<file path="src/rtl/execute_divide_param_pkg.sv">
// execute_divide_param_pkg: shared divider state encodings and special-case constant helpers.
// Rev 1.0 - initial release
`default_nettype none

package execute_divide_param_pkg;

    typedef enum logic [1:0] {
        DIV_ST_IDLE = 2'd0,
        DIV_ST_BUSY = 2'd1,
        DIV_ST_FIX  = 2'd2,
        DIV_ST_DONE = 2'd3
    } div_state_t;

    // Helpers return 64-bit values; callers keep the low WIDTH bits.
    function automatic logic [63:0] div_signed_min(input int unsigned width);
        return 64'd1 << (width - 1);
    endfunction

    function automatic logic [63:0] div_signed_max(input int unsigned width);
        return (64'd1 << (width - 1)) - 64'd1;
    endfunction

endpackage

`default_nettype wire

</file>
<file path="src/rtl/div_clz.sv">
// div_clz: combinational leading-zero counter; all-zero input yields WIDTH.
// Rev 1.0 - initial release
`default_nettype none

module div_clz #(
    parameter int WIDTH = 32
) (
    input  logic [WIDTH-1:0]               value,
    output logic [$clog2(WIDTH+1)-1:0]     count
);

    localparam int CW = $clog2(WIDTH + 1);

    // Later (higher) set bits overwrite earlier ones, so the MSB-most one wins.
    always_comb begin
        count = CW'(WIDTH);
        for (int i = 0; i < WIDTH; i++) begin
            if (value[i]) count = CW'(WIDTH - 1 - i);
        end
    end

endmodule

`default_nettype wire

</file>
<file path="src/rtl/execute_divide_param.sv">
// execute_divide_param: iterative restoring signed/unsigned divider with overflow handling.
// Optional macro DIV_EARLY_OUT_EN skips leading-zero iterations. Rev 1.0 - initial release
`default_nettype none

module execute_divide_param #(
    parameter int WIDTH = 32
) (
    input  logic             clk,
    input  logic             reset,
    input  logic             enable,
    input  logic             unsigned_div,
    input  logic [WIDTH-1:0] in_a,
    input  logic [WIDTH-1:0] in_b,
    output logic             done,
    output logic             busy,
    output logic [WIDTH-1:0] out_q,
    output logic [WIDTH-1:0] out_r,
    output logic             ov
);

    import execute_divide_param_pkg::*;

    localparam int               CW         = $clog2(WIDTH + 1);
    localparam logic [CW-1:0]    c_width    = CW'(WIDTH);
    localparam logic [63:0]      c_min_full = div_signed_min(WIDTH);
    localparam logic [63:0]      c_max_full = div_signed_max(WIDTH);
    localparam logic [WIDTH-1:0] c_min      = c_min_full[WIDTH-1:0];
    localparam logic [WIDTH-1:0] c_max      = c_max_full[WIDTH-1:0];
    localparam logic [WIDTH-1:0] c_all_ones = '1;

    div_state_t       r_state;
    logic [WIDTH-1:0] r_rem;
    logic [WIDTH-1:0] r_quo;
    logic [WIDTH-1:0] r_div;
    logic [CW-1:0]    r_cnt;
    logic             r_neg_q;
    logic             r_neg_r;

    logic             w_a_neg;
    logic             w_b_neg;
    logic [WIDTH-1:0] w_a_mag;
    logic [WIDTH-1:0] w_b_mag;
    logic [WIDTH-1:0] w_a_pre;
    logic [CW-1:0]    w_iters;
    logic [WIDTH-1:0] w_zero_q;
    logic             w_ovf;
    logic [WIDTH:0]   w_shift;
    logic             w_take;
    logic [WIDTH-1:0] w_diff;
    logic [WIDTH-1:0] w_rem_next;

    assign w_a_neg  = ~unsigned_div & in_a[WIDTH-1];
    assign w_b_neg  = ~unsigned_div & in_b[WIDTH-1];
    // Negating MIN wraps back to 2^(WIDTH-1), which is the correct unsigned magnitude.
    assign w_a_mag  = w_a_neg ? -in_a : in_a;
    assign w_b_mag  = w_b_neg ? -in_b : in_b;
    assign w_zero_q = unsigned_div ? c_all_ones : (in_a[WIDTH-1] ? c_min : c_max);
    assign w_ovf    = ~unsigned_div && (in_a == c_min) && (in_b == c_all_ones);

`ifdef DIV_EARLY_OUT_EN
    logic [CW-1:0] w_lz;
    logic [CW-1:0] w_shamt;

    div_clz #(.WIDTH(WIDTH)) u_clz (
        .value (w_a_mag),
        .count (w_lz)
    );

    assign w_iters = (w_lz == c_width) ? CW'(1) : (c_width - w_lz);
    assign w_shamt = c_width - w_iters;
    assign w_a_pre = w_a_mag << w_shamt;
`else
    assign w_iters = c_width;
    assign w_a_pre = w_a_mag;
`endif

    // Partial remainder is always below the divisor, so the WIDTH-bit difference is exact.
    assign w_shift    = {r_rem, r_quo[WIDTH-1]};
    assign w_take     = (w_shift >= {1'b0, r_div});
    assign w_diff     = w_shift[WIDTH-1:0] - r_div;
    assign w_rem_next = w_take ? w_diff : w_shift[WIDTH-1:0];

    always_ff @(posedge clk) begin
        if (reset) begin
            r_state <= DIV_ST_IDLE;
            done    <= 1'b0;
            busy    <= 1'b0;
            out_q   <= '0;
            out_r   <= '0;
            ov      <= 1'b0;
            r_rem   <= '0;
            r_quo   <= '0;
            r_div   <= '0;
            r_cnt   <= '0;
            r_neg_q <= 1'b0;
            r_neg_r <= 1'b0;
        end else begin
            case (r_state)
                DIV_ST_IDLE: begin
                    if (enable) begin
                        if (in_b == '0) begin
                            out_q   <= w_zero_q;
                            out_r   <= in_a;
                            ov      <= 1'b1;
                            done    <= 1'b1;
                            r_state <= DIV_ST_DONE;
                        end else if (w_ovf) begin
                            out_q   <= c_max;
                            out_r   <= '0;
                            ov      <= 1'b1;
                            done    <= 1'b1;
                            r_state <= DIV_ST_DONE;
                        end else begin
                            r_rem   <= '0;
                            r_quo   <= w_a_pre;
                            r_div   <= w_b_mag;
                            r_cnt   <= w_iters;
                            r_neg_q <= w_a_neg ^ w_b_neg;
                            r_neg_r <= w_a_neg;
                            busy    <= 1'b1;
                            r_state <= DIV_ST_BUSY;
                        end
                    end
                end
                DIV_ST_BUSY: begin
                    if (!enable) begin
                        busy    <= 1'b0;
                        r_state <= DIV_ST_IDLE;
                    end else begin
                        r_rem <= w_rem_next;
                        r_quo <= {r_quo[WIDTH-2:0], w_take};
                        r_cnt <= r_cnt - CW'(1);
                        if (r_cnt == CW'(1)) r_state <= DIV_ST_FIX;
                    end
                end
                DIV_ST_FIX: begin
                    busy <= 1'b0;
                    if (!enable) begin
                        r_state <= DIV_ST_IDLE;
                    end else begin
                        out_q   <= r_neg_q ? -r_quo : r_quo;
                        out_r   <= r_neg_r ? -r_rem : r_rem;
                        ov      <= 1'b0;
                        done    <= 1'b1;
                        r_state <= DIV_ST_DONE;
                    end
                end
                DIV_ST_DONE: begin
                    if (!enable) begin
                        done    <= 1'b0;
                        r_state <= DIV_ST_IDLE;
                    end
                end
                default: begin
                    done    <= 1'b0;
                    busy    <= 1'b0;
                    r_state <= DIV_ST_IDLE;
                end
            endcase
        end
    end

endmodule

`default_nettype wire

</file>
<file path="config.mk">
export PLATFORM = sky130hd
export DESIGN_NAME = execute_divide_param
export DESIGN_NICKNAME = d
export VERILOG_FILES = /design/src/rtl/execute_divide_param_pkg.sv /design/src/rtl/div_clz.sv /design/src/rtl/execute_divide_param.sv
export SDC_FILE = /design/constraint.sdc
export NUM_CORES = 1
export LEC_CHECK = 0
export BUFFER_PORTS_ARGS = -buffer_cell sky130_fd_sc_hd__buf_2
export CAP_MARGIN = 20
export CORE_MARGIN = 1.5
export CORE_UTILIZATION = 55
export DETAILED_ROUTE_END_ITERATION = 10
export PLACE_DENSITY = 0.76
export SETUP_SLACK_MARGIN = 0.2
export SLEW_MARGIN = 20
export SYNTH_ARGS = -nofsm -noshare
export SYNTH_HDL_FRONTEND = slang
export SYNTH_HIERARCHICAL = 1
export SYNTH_SLANG_ARGS = --single-unit
</file>
<file path="constraint.sdc">
create_clock -name clk -period 8.85 [get_ports clk]
set_clock_uncertainty 0.1 [all_clocks]
set_input_delay 0.4425 -clock clk [delete_from_list [all_inputs] [get_ports clk]]
set_output_delay 0.4425 -clock clk [all_outputs]
set_load 0.005 [all_outputs]
</file>
==> results.json <==
{
  "min_from": "in_b[1]",
  "synthTopCellsByArea": "dfxtp_1 30%, xnor2_1 8.3%, a211oi_1 6.2%, nor2_1 5.6%, nand2_1 5.6%",
  "leakage_uw": 0.005218,
  "worst_slew_pin_slew_ns": 1.132,
  "outcome": "completed",
  "fp.dieArea_sq_um": 22030,
  "ant_nets": 0,
  "grt_use_met3": 0.04816,
  "core_sq_um": 20890,
  "track_usage": 0.3127,
  "ioPinCount": 135,
  "finalCritPeriodShare": 0.4401,
  "cts.clk_slew.worst_paths_ns": 0.07,
  "htreeDepth": 4,
  "routedWlPerCell_microns": 18.42,
  "synth_compound_area_frac": 0.2734,
  "cp.arrival_ns": 4.11,
  "rows": 53,
  "grt_pass1_vias": 10150,
  "ctsRootBufferMaster": "clkbuf_16",
  "stdcell_count": 1878,
  "synthSimpleGateAreaFrac": 0.2093,
  "crit_path_end_kind": "flip-flop",
  "synth_common_cells": "175 x nor2_1, 174 x nand2_1, 173 x dfxtp_1, 110 x xnor2_1, 109 x a21oi_1",
  "worst_ep_required_time_ns": 9.07,
  "cts_resized": 0,
  "yosysMostFrequentCell": "nor2_1",
  "yosys_warnings": 6,
  "start_util": 0.5569,
  "drv_cap": 0,
  "ys_types": 60,
  "startpoint": "in_b[17]",
  "first_pass_iters": 6,
  "path_max_fanout": 34,
  "overflow": 0,
  "post_cts_buffers": 0,
  "critPathMaxStageDelay_ns": 0.65,
  "synth_fp_nets": 1641,
  "slew_viol_final": 0,
  "post-route-min-period_ns": 3.895,
  "area_delta_synth_final_pct": 11.57,
  "synthAdderAreaFrac": 0.04797,
  "drt-vias-per-instance": 6.173,
  "dp.cells": 1845,
  "reg2reg_slack_ns": 5.16,
  "grt_pass1_wl_microns": 54550,
  "grtUsageMet1": 0.4178,
  "p_per_area_nw_per_um2": 192.4,
  "fin_nets": 1702,
  "drc": 0,
  "synth-seq-cells": 173,
  "peakVddDrop_v": 0.0001283,
  "fin_setup_tns_ns": 0,
  "synth.mux.area_fraction": 0.003442,
  "hold_violations": 0,
  "insertedDiodeCount": 0,
  "yosysTopAreaCellShare": 0.2977,
  "rsz0062_at_grt": "no",
  "routed_wl_microns": 34590,
  "antenna_found_initial": 0,
  "rr_startpoint": "r_quo[31]",
  "synth-edff-count": 0,
  "hold_buffers": 0,
  "synthCells": 1529,
  "die_w_microns": 148.4,
  "clkLatencyLatePin_ns": 0.43,
  "synth_area_leader_cell": "dfxtp_1",
  "synth_top_family_by_area": "compound AO/OA/AOI/OAI gates",
  "place_congestion": 0.9683,
  "dpl.hpwl_microns": 25840,
  "avgSynthCellArea_sq_um": 7.609,
  "cts_buffers": 17,
  "via_count": 11590,
  "setup_viol": 0,
  "cts_tree": "done",
  "hold_ws_ns": 0.2081,
  "slew_headroom": 0.2437,
  "clock_path_buffers": 2,
  "gr-usage-met2": 0.4916,
  "cp_cell_sequence": "buf_2, or4_1, or3_1, or4_1, o41ai_1, buf_4, a21oi_1, and2_1, nor2b_1, buf_4, a221o_1",
  "drive_above_1_share": 0.1223,
  "port-buffer-count": 134,
  "place_area_sq_um": 12350,
  "critPathSlowestCell": "or4_1",
  "fin_area_sq_um": 12980,
  "finish.utilization": 0.6214,
  "ys_async_sr_fraction": 0,
  "hold_path.class": "in2reg",
  "crit_type": "in2reg",
  "synth_xor_xnor_area_share": 0.1122,
  "startpoint_type": "primary input",
  "die-height_microns": 148.4,
  "ys.flop_type": "dfxtp_1",
  "drt-initial-drc-count": 910,
  "grt-busiest-layer": "met2",
  "cts_num_sinks": 173,
  "grt_max_degree": 105,
  "netlist_area_sq_um": 11630,
  "fmax_mhz": 256.8,
  "yosysSeqAreaShare": 0.2977
}
[metal layers]
layer / wire, microns / vias up
met5: 0 / -
met4: 1575 / 0
met3: 2805 / 78
met2: 15470 / 539
met1: 14740 / 5301
li1: - / 5674
[layout by cell type, fill, tap and decap left out, types with 27 or more instances in the layout]
master	n
inv_1	62
buf_2	133
nor2_1	174
o21ai_0	67
a211oi_1	96
o31ai_1	29
nand2_1	174
nand4_1	27
xor2_1	39
ha_1	41
a21oi_1	108
dfxtp_1	172
xnor2_1	110
[worst max-delay path: cells and delay by family]
family                 cells  cell delay, ns
buffers and inverters      3            0.57
and+or+nand+nor            5            2.48
AOI/OAI and AO/OA          3            0.62
[cells by family after synthesis]
kind of cell,Yosys count
xor gates and xnor gates,149
and+or+nand+nor,524
adders and majority gates,44
DFF,173
buffers and inverters,167
muxes,4
AOI/OAI and AO/OA,468
[power breakdown]
part           total [uW]  switching, uW  internal (uW)
sequential            956           78.6            877
combinational         758            466            292
clock                 784            355            429
total                2500            900           1600
[metrics by stage]
stage          setup slack, ns  power (uW)
6_report                 4.955        2498
5_1_grt                  4.787        2638
4_1_cts                  4.799        2493
3_5_place_dp             4.355        1718
3_3_place_gp             4.465        1704
2_1_floorplan            5.573        1486
[area by class of cell]
type                    instances  area (sq um)
fillers                      1953          7909
multi-input cells            1189          7556
flip-flops and latches        173          3465
repair buffers                147         783.3
clock buffers                  18         429.2
well taps                     275         344.1
inverters                      62         232.7
clock inverters                14         170.2
[registers in the layout (all words and copies together) (netlist names), 2 cells and up]
name,count
r_quo,32
r_div,32
r_rem,32
out_r,32
r_cnt,6
out_q,32
r_state,2
[path summary, 6_finish.rpt]
path,endpoint,depth (start not counted)
max,r_rem[1],11
min,r_div[1],3
max reg2reg,r_rem[30],13
min reg2reg,out_q[24],2
(Power assumes the default switching activity.)
